[config.mk]
export PLATFORM = sky130hd
export DESIGN_NAME = xt_bus_arbiter
export DESIGN_NICKNAME = d
export VERILOG_FILES = /design/src/rtl/xt_bus_arbiter.sv
export SDC_FILE = /design/constraint.sdc
export NUM_CORES = 1
export LEC_CHECK = 0
export BUFFER_PORTS_ARGS = -buffer_cell sky130_fd_sc_hd__buf_2
export CORE_UTILIZATION = 55
export CTS_CLUSTER_SIZE = 25
export DETAILED_ROUTE_END_ITERATION = 10
export PLACE_DENSITY = 0.87
export SETUP_SLACK_MARGIN = 0.5
export SLEW_MARGIN = 20
export SYNTH_ARGS = -nofsm -noshare
export SYNTH_HDL_FRONTEND = slang
export SYNTH_SLANG_ARGS = --single-unit
[constraint.sdc]
create_clock -name clock -period 2.1 [get_ports clock]
set_input_delay 0.21 -clock clock [delete_from_list [all_inputs] [get_ports clock]]
set_output_delay 0.21 -clock clock [all_outputs]
set_load 0.02 [all_outputs]
[src/rtl/xt_bus_arbiter.sv]
// XT system bus hold/acknowledge arbiter.
// Hands the bus from the CPU (via the 8288 address_enable_n) to the DMA controller.
// It waits for a passive bus with LOCK released, floats the CPU, stalls it and then grants HLDA.
// Release mirrors the handoff and is followed by a minimum CPU ownership window.
module xt_bus_arbiter #(
    parameter int unsigned HANDOFF_CYCLES = 2,
    parameter int unsigned RELEASE_CYCLES = 1,
    parameter int unsigned CPU_MIN_OWN    = 4
) (
    input  logic       clock,
    input  logic       reset_n,
    input  logic [2:0] processor_status,
    input  logic       lock_n,
    input  logic       dma_hold_request,
    output logic       dma_hold_acknowledge,
    output logic       address_enable_n,
    output logic       dma_address_enable,
    output logic       cpu_wait
);

    localparam logic [2:0] ST_IDLE    = 3'd0;
    localparam logic [2:0] ST_WAIT    = 3'd1;
    localparam logic [2:0] ST_HANDOFF = 3'd2;
    localparam logic [2:0] ST_GRANTED = 3'd3;
    localparam logic [2:0] ST_RELEASE = 3'd4;

    localparam logic [3:0] HANDOFF_LOAD = 4'(HANDOFF_CYCLES - 1);
    localparam logic [3:0] RELEASE_LOAD = 4'(RELEASE_CYCLES - 1);
    localparam logic [3:0] OWN_LOAD     = 4'(CPU_MIN_OWN);

    logic [2:0] r_state;
    logic [2:0] w_state_next;
    logic [1:0] r_passive;
    logic [1:0] w_passive_next;
    logic [3:0] r_own;
    logic [3:0] w_own_next;
    logic [3:0] r_guard;
    logic [3:0] w_guard_next;
    logic       w_bus_idle;

    // Two or more consecutive passive status samples mean no CPU cycle is in flight.
    assign w_bus_idle = r_passive[1];

    // Saturating run-length of passive status samples; tracked in every state.
    always_comb begin
        w_passive_next = 2'b00;
        if (processor_status == 3'b111) begin
            w_passive_next = (r_passive == 2'b11) ? 2'b11 : r_passive + 2'b01;
        end
    end

    // Next state plus guard and ownership timers.
    always_comb begin
        w_state_next = r_state;
        w_guard_next = r_guard;
        w_own_next   = r_own;
        case (r_state)
            ST_IDLE: begin
                if (r_own != 4'd0) w_own_next = r_own - 4'd1;
                if (dma_hold_request) w_state_next = ST_WAIT;
            end
            ST_WAIT: begin
                if (r_own != 4'd0) w_own_next = r_own - 4'd1;
                if (!dma_hold_request) begin
                    w_state_next = ST_IDLE;
                end else if (w_bus_idle && lock_n && (r_own == 4'd0)) begin
                    w_state_next = ST_HANDOFF;
                    w_guard_next = HANDOFF_LOAD;
                end
            end
            ST_HANDOFF: begin
                // Handoff always runs to completion; a lost request backs out via RELEASE.
                if (r_guard == 4'd0) begin
                    if (dma_hold_request) begin
                        w_state_next = ST_GRANTED;
                    end else begin
                        w_state_next = ST_RELEASE;
                        w_guard_next = RELEASE_LOAD;
                    end
                end else begin
                    w_guard_next = r_guard - 4'd1;
                end
            end
            ST_GRANTED: begin
                if (!dma_hold_request) begin
                    w_state_next = ST_RELEASE;
                    w_guard_next = RELEASE_LOAD;
                end
            end
            ST_RELEASE: begin
                if (r_guard == 4'd0) begin
                    w_state_next = ST_IDLE;
                    w_own_next   = OWN_LOAD;
                end else begin
                    w_guard_next = r_guard - 4'd1;
                end
            end
            default: begin
                w_state_next = ST_IDLE;
            end
        endcase
    end

    // State and counter registers with asynchronous reset.
    always_ff @(posedge clock or negedge reset_n) begin
        if (!reset_n) begin
            r_state   <= ST_IDLE;
            r_passive <= 2'b00;
            r_own     <= 4'd0;
            r_guard   <= 4'd0;
        end else begin
            r_state   <= w_state_next;
            r_passive <= w_passive_next;
            r_own     <= w_own_next;
            r_guard   <= w_guard_next;
        end
    end

    // Moore outputs decoded from the state register only.
    always_comb begin
        dma_hold_acknowledge = 1'b0;
        address_enable_n     = 1'b0;
        dma_address_enable   = 1'b0;
        cpu_wait             = 1'b0;
        case (r_state)
            ST_HANDOFF, ST_RELEASE: begin
                address_enable_n   = 1'b1;
                dma_address_enable = 1'b1;
                cpu_wait           = 1'b1;
            end
            ST_GRANTED: begin
                dma_hold_acknowledge = 1'b1;
                address_enable_n     = 1'b1;
                dma_address_enable   = 1'b1;
                cpu_wait             = 1'b1;
            end
            default: begin
                dma_hold_acknowledge = 1'b0;
            end
        endcase
    end

endmodule
==> out/qor.json <==
{
  "dr_total_vias": 812,
  "netlist_area_um2": 838,
  "timing.final.hold_violations": 0,
  "run_status": "finished, final reports clean",
  "row_count": 13,
  "coreArea_mm2": 0.00137,
  "leakage_nw": 0.493,
  "vias_in_the_first_global_route": 685,
  "drt_pre_antenna_iters": 4,
  "ys_seq_area_share_pct": 38.8,
  "gp_routability_congestion": 0.803,
  "clock_slew_at_the_register_clock_pins_of_the_worst_setup_and_hold_paths_ns": 0.08,
  "synth.top_cells.by_count": "13 x sky130_fd_sc_hd__dfrtp_1, 6 x sky130_fd_sc_hd__inv_1, 6 x sky130_fd_sc_hd__o21ai_0",
  "worstSetupPathType": "flop to flop",
  "clk-insertion-delay-late_ns": 0.28,
  "numClockSinks": 13,
  "synthesis.nets": 102,
  "timing.setup.tns_ns": 0,
  "fillers": 92,
  "fmaxAchievable_mhz": 570,
  "r2r_cells": 6,
  "nets": 127,
  "dieArea_mm2": 0.00168,
  "asyncSetResetFlopFracSynth_pct": 100,
  "edff_count_synth": 0,
  "post_route_cells_drive_above_1_share_pct": 44.0,
  "wl_per_instance_um": 15.4,
  "largest_delay_contributor_family_on_the_critical_path": "compound AO/OA/AOI/OAI gates",
  "detailed_routed_wire_length_on_met3_um": 96,
  "cts.root.buffer_cell": "sky130_fd_sc_hd__clkbuf_4",
  "synth.lib_cells_used.distinct": 38,
  "synth_area_leaders": "sky130_fd_sc_hd__dfrtp_1 39%, sky130_fd_sc_hd__ha_1 4.5%, sky130_fd_sc_hd__o21ai_0 3.6%, sky130_fd_sc_hd__nand2b_1 3.0%, sky130_fd_sc_hd__nand3_1 3.0%",
  "period_share_pct": 83.5,
  "wl_met2_um": 1040,
  "timing.final.ws_setup_ns": 0.346,
  "worst_reg2reg_path_endpoint": "r_guard[2]",
  "initialDrtViolationCount": 26,
  "die_w_um": 41.0,
  "whs_path_cells": 3,
  "cp_slowest_cell": "sky130_fd_sc_hd__or3b_4",
  "grt_overflow": 0,
  "grt_antenna_before_repair": 0,
  "cts-htree-levels": 1,
  "route.detailed.vias_per_inst": 6.20,
  "rsz0062_at_grt": "yes",
  "design.portCount": 11,
  "critical_path_max_stage_delay_ns": 0.41,
  "drc": 0,
  "synth_ff_type": "sky130_fd_sc_hd__dfrtp_1",
  "dp_hpwl_um": 1210,
  "maxSlewViolCount": 0,
  "worstHoldStart": "processor_status[0]",
  "setup_violations": 0,
  "antenna-diode-count": 0,
  "ir_drop_worst_case_vdd_mv": 0.582,
  "top_layer": "met4",
  "synth_most_common_cell": "sky130_fd_sc_hd__dfrtp_1",
  "synth_seq_cells": 13,
  "tritoncts": "yes",
  "timing.reg2reg.setup_slack_ns": 0.35,
  "post-route-min-period_ns": 1.75,
  "critPathLaunchType": "flop",
  "detailedPlace.worstSlack_ns": 0.237,
  "flow.area_growth_from_synthesis_pct": 30.3,
  "power.density_cell_area_mw_per_mm2": 782,
  "timing.max_cap.violations": 0,
  "synth_top_cell_area_share_pct": 38.8,
  "gr_usage_total_pct": 26.4,
  "largest_net_degree_at_the_start_of_global_routing": 14,
  "critical_path.reg2reg.startpoint": "r_own[0]",
  "finalClockSkew_ns": 0.00427,
  "worst-endpoint-required_ns": 2.27,
  "critPathMaxFanout": 4,
  "postSynthAreaPerCell_um2": 9.11,
  "register_area_um2": 328,
  "total_area_of_multi_input_combinational_cells_um2": 490,
  "wl_met1_um": 871,
  "path_cells": "inv_1 > ha_2 > or3b_4 > o31ai_4 > nor2_2 > a221o_1",
  "timing.hold.worst.class": "input pin to flop",
  "synthesis.yosys.warnings": 0,
  "hold-path-endpoint": "r_passive[1]",
  "critical_path.n_buffers_inverters": 1,
  "worst_slew_margin_relative_to_its_limit_pct": 71.5,
  "max-clock-path-buffers": 2,
  "io_buffers": 10,
  "worst_setup_path_end_kind": "flop",
  "detail_route.wirelength_um": 2020,
  "postRouteAntennaNets": 0,
  "tightestPinTransition_ns": 0.417,
  "syn-instance-count": 92,
  "initial_utilization_pct": 61.4,
  "cts_inserted_buffers": 3,
  "library_cell_occupying_the_most_area_in_the_post_synthesis_netlist": "sky130_fd_sc_hd__dfrtp_1",
  "global_route_wire_length_before_repair_um": 2800,
  "critPathArrivalTime_ns": 1.92,
  "chipHeight_um": 41.0
}
tightest hold or removal path: cells and delay by family:
| kind | cells | cell delay [ns] |
|---|---|---|
| and+or+nand+nor | 2 | 0.13 |
| buffers and inverters | 1 | 0.09 |
layout by cell type, fill, tap and decap left out, types with 2 or more instances in the layout:
cell type and count:
sky130_fd_sc_hd__nand2b_1 3, sky130_fd_sc_hd__o22ai_1 2, sky130_fd_sc_hd__and2_1 3, sky130_fd_sc_hd__ha_1 2, sky130_fd_sc_hd__inv_2 2, sky130_fd_sc_hd__buf_6 3
sky130_fd_sc_hd__nand2_1 4, sky130_fd_sc_hd__a21oi_2 2, sky130_fd_sc_hd__buf_2 7, sky130_fd_sc_hd__buf_4 17, sky130_fd_sc_hd__or3b_4 2, sky130_fd_sc_hd__inv_1 4
sky130_fd_sc_hd__nor2_1 4, sky130_fd_sc_hd__clkbuf_4 3, sky130_fd_sc_hd__nor4_1 2, sky130_fd_sc_hd__dfrtp_2 2, sky130_fd_sc_hd__o21ai_0 6, sky130_fd_sc_hd__dfrtp_1 11
sky130_fd_sc_hd__nand3_1 5, sky130_fd_sc_hd__nor2_2 3
flip-flops by register name, indices dropped and copies added, names as in the netlist:
register / cells
r_own: 4
r_state: 3
r_guard: 4
r_passive: 2
through the flow:
stage / util, % / power [mW] / hold slack (ns) / instances / area [um2]
floorplan: - / 0.531 / -0.0856 / 92 / 841
global placement: 63.8 / 0.562 / 0.113 / 111 / 872
detailed placement: 63.8 / 0.577 / 0.116 / 111 / 872
CTS: 75.7 / 0.820 / 0.185 / 128 / 1030
global route: 79.9 / 0.907 / 0.215 / 131 / 1090
finish: 79.9 / 0.854 / 0.190 / 131 / 1090
routing by layer:
| metal | GRT usage, % | up-vias |
|---|---|---|
| met3 | 5.43 | 2 |
| met2 | 47.7 | 36 |
| met1 | 27.9 | 395 |
| met4 | 15.0 | 0 |
| li1 | - | 379 |
| met5 | 0 | - |
power breakdown:
| group | internal (mW) | leakage (nW) | switching (mW) | total (mW) |
|---|---|---|---|---|
| clock | 0.0738 | 0.0150 | 0.0837 | 0.157 |
| sequential | 0.308 | 0.161 | 0.0447 | 0.353 |
| combinational | 0.188 | 0.317 | 0.156 | 0.344 |
worst max-delay path by stage:
stage | from | endpoint | slack [ns] | cells after the start
3_3_place_gp | r_own[0] | r_guard[2] | 0.25 | 6
2_1_floorplan | r_own[0] | r_guard[2] | 0.35 | 7
4_1_cts | r_own[0] | r_guard[2] | 0.35 | 6
6_report | r_own[0] | r_guard[2] | 0.35 | 6
5_1_grt | r_own[1] | r_guard[2] | 0.28 | 6
3_5_place_dp | r_own[0] | r_guard[2] | 0.24 | 6
what timing repair did:
action	CTS	global route
hold endpoints to repair	13	0
hold buffers	1	0
pin swaps	3	7
setup endpoints to repair	10	13
resized for setup	14	10
setup buffers	12	3
cell type report:
cell class / instances / share of cell area (%)
clock buffers: 4 / 2.41
inverters: 6 / 2.06
multi-input cells: 65 / 44.9
flip-flops and latches: 13 / 30.0
well taps: 15 / 1.72
repair buffers: 28 / 18.9
kinds of logic after synthesis:
group / share of synthesized area (%)
AO/OA/AOI/OAI: 19.6
adder cells (fa/ha/maj): 4.48
buffers and inverters: 8.95
flip-flops: 38.8
AND/OR/NAND/NOR: 26.1
XOR/XNOR: 2.09
Note: power is estimated with default switching activity, not from simulation.
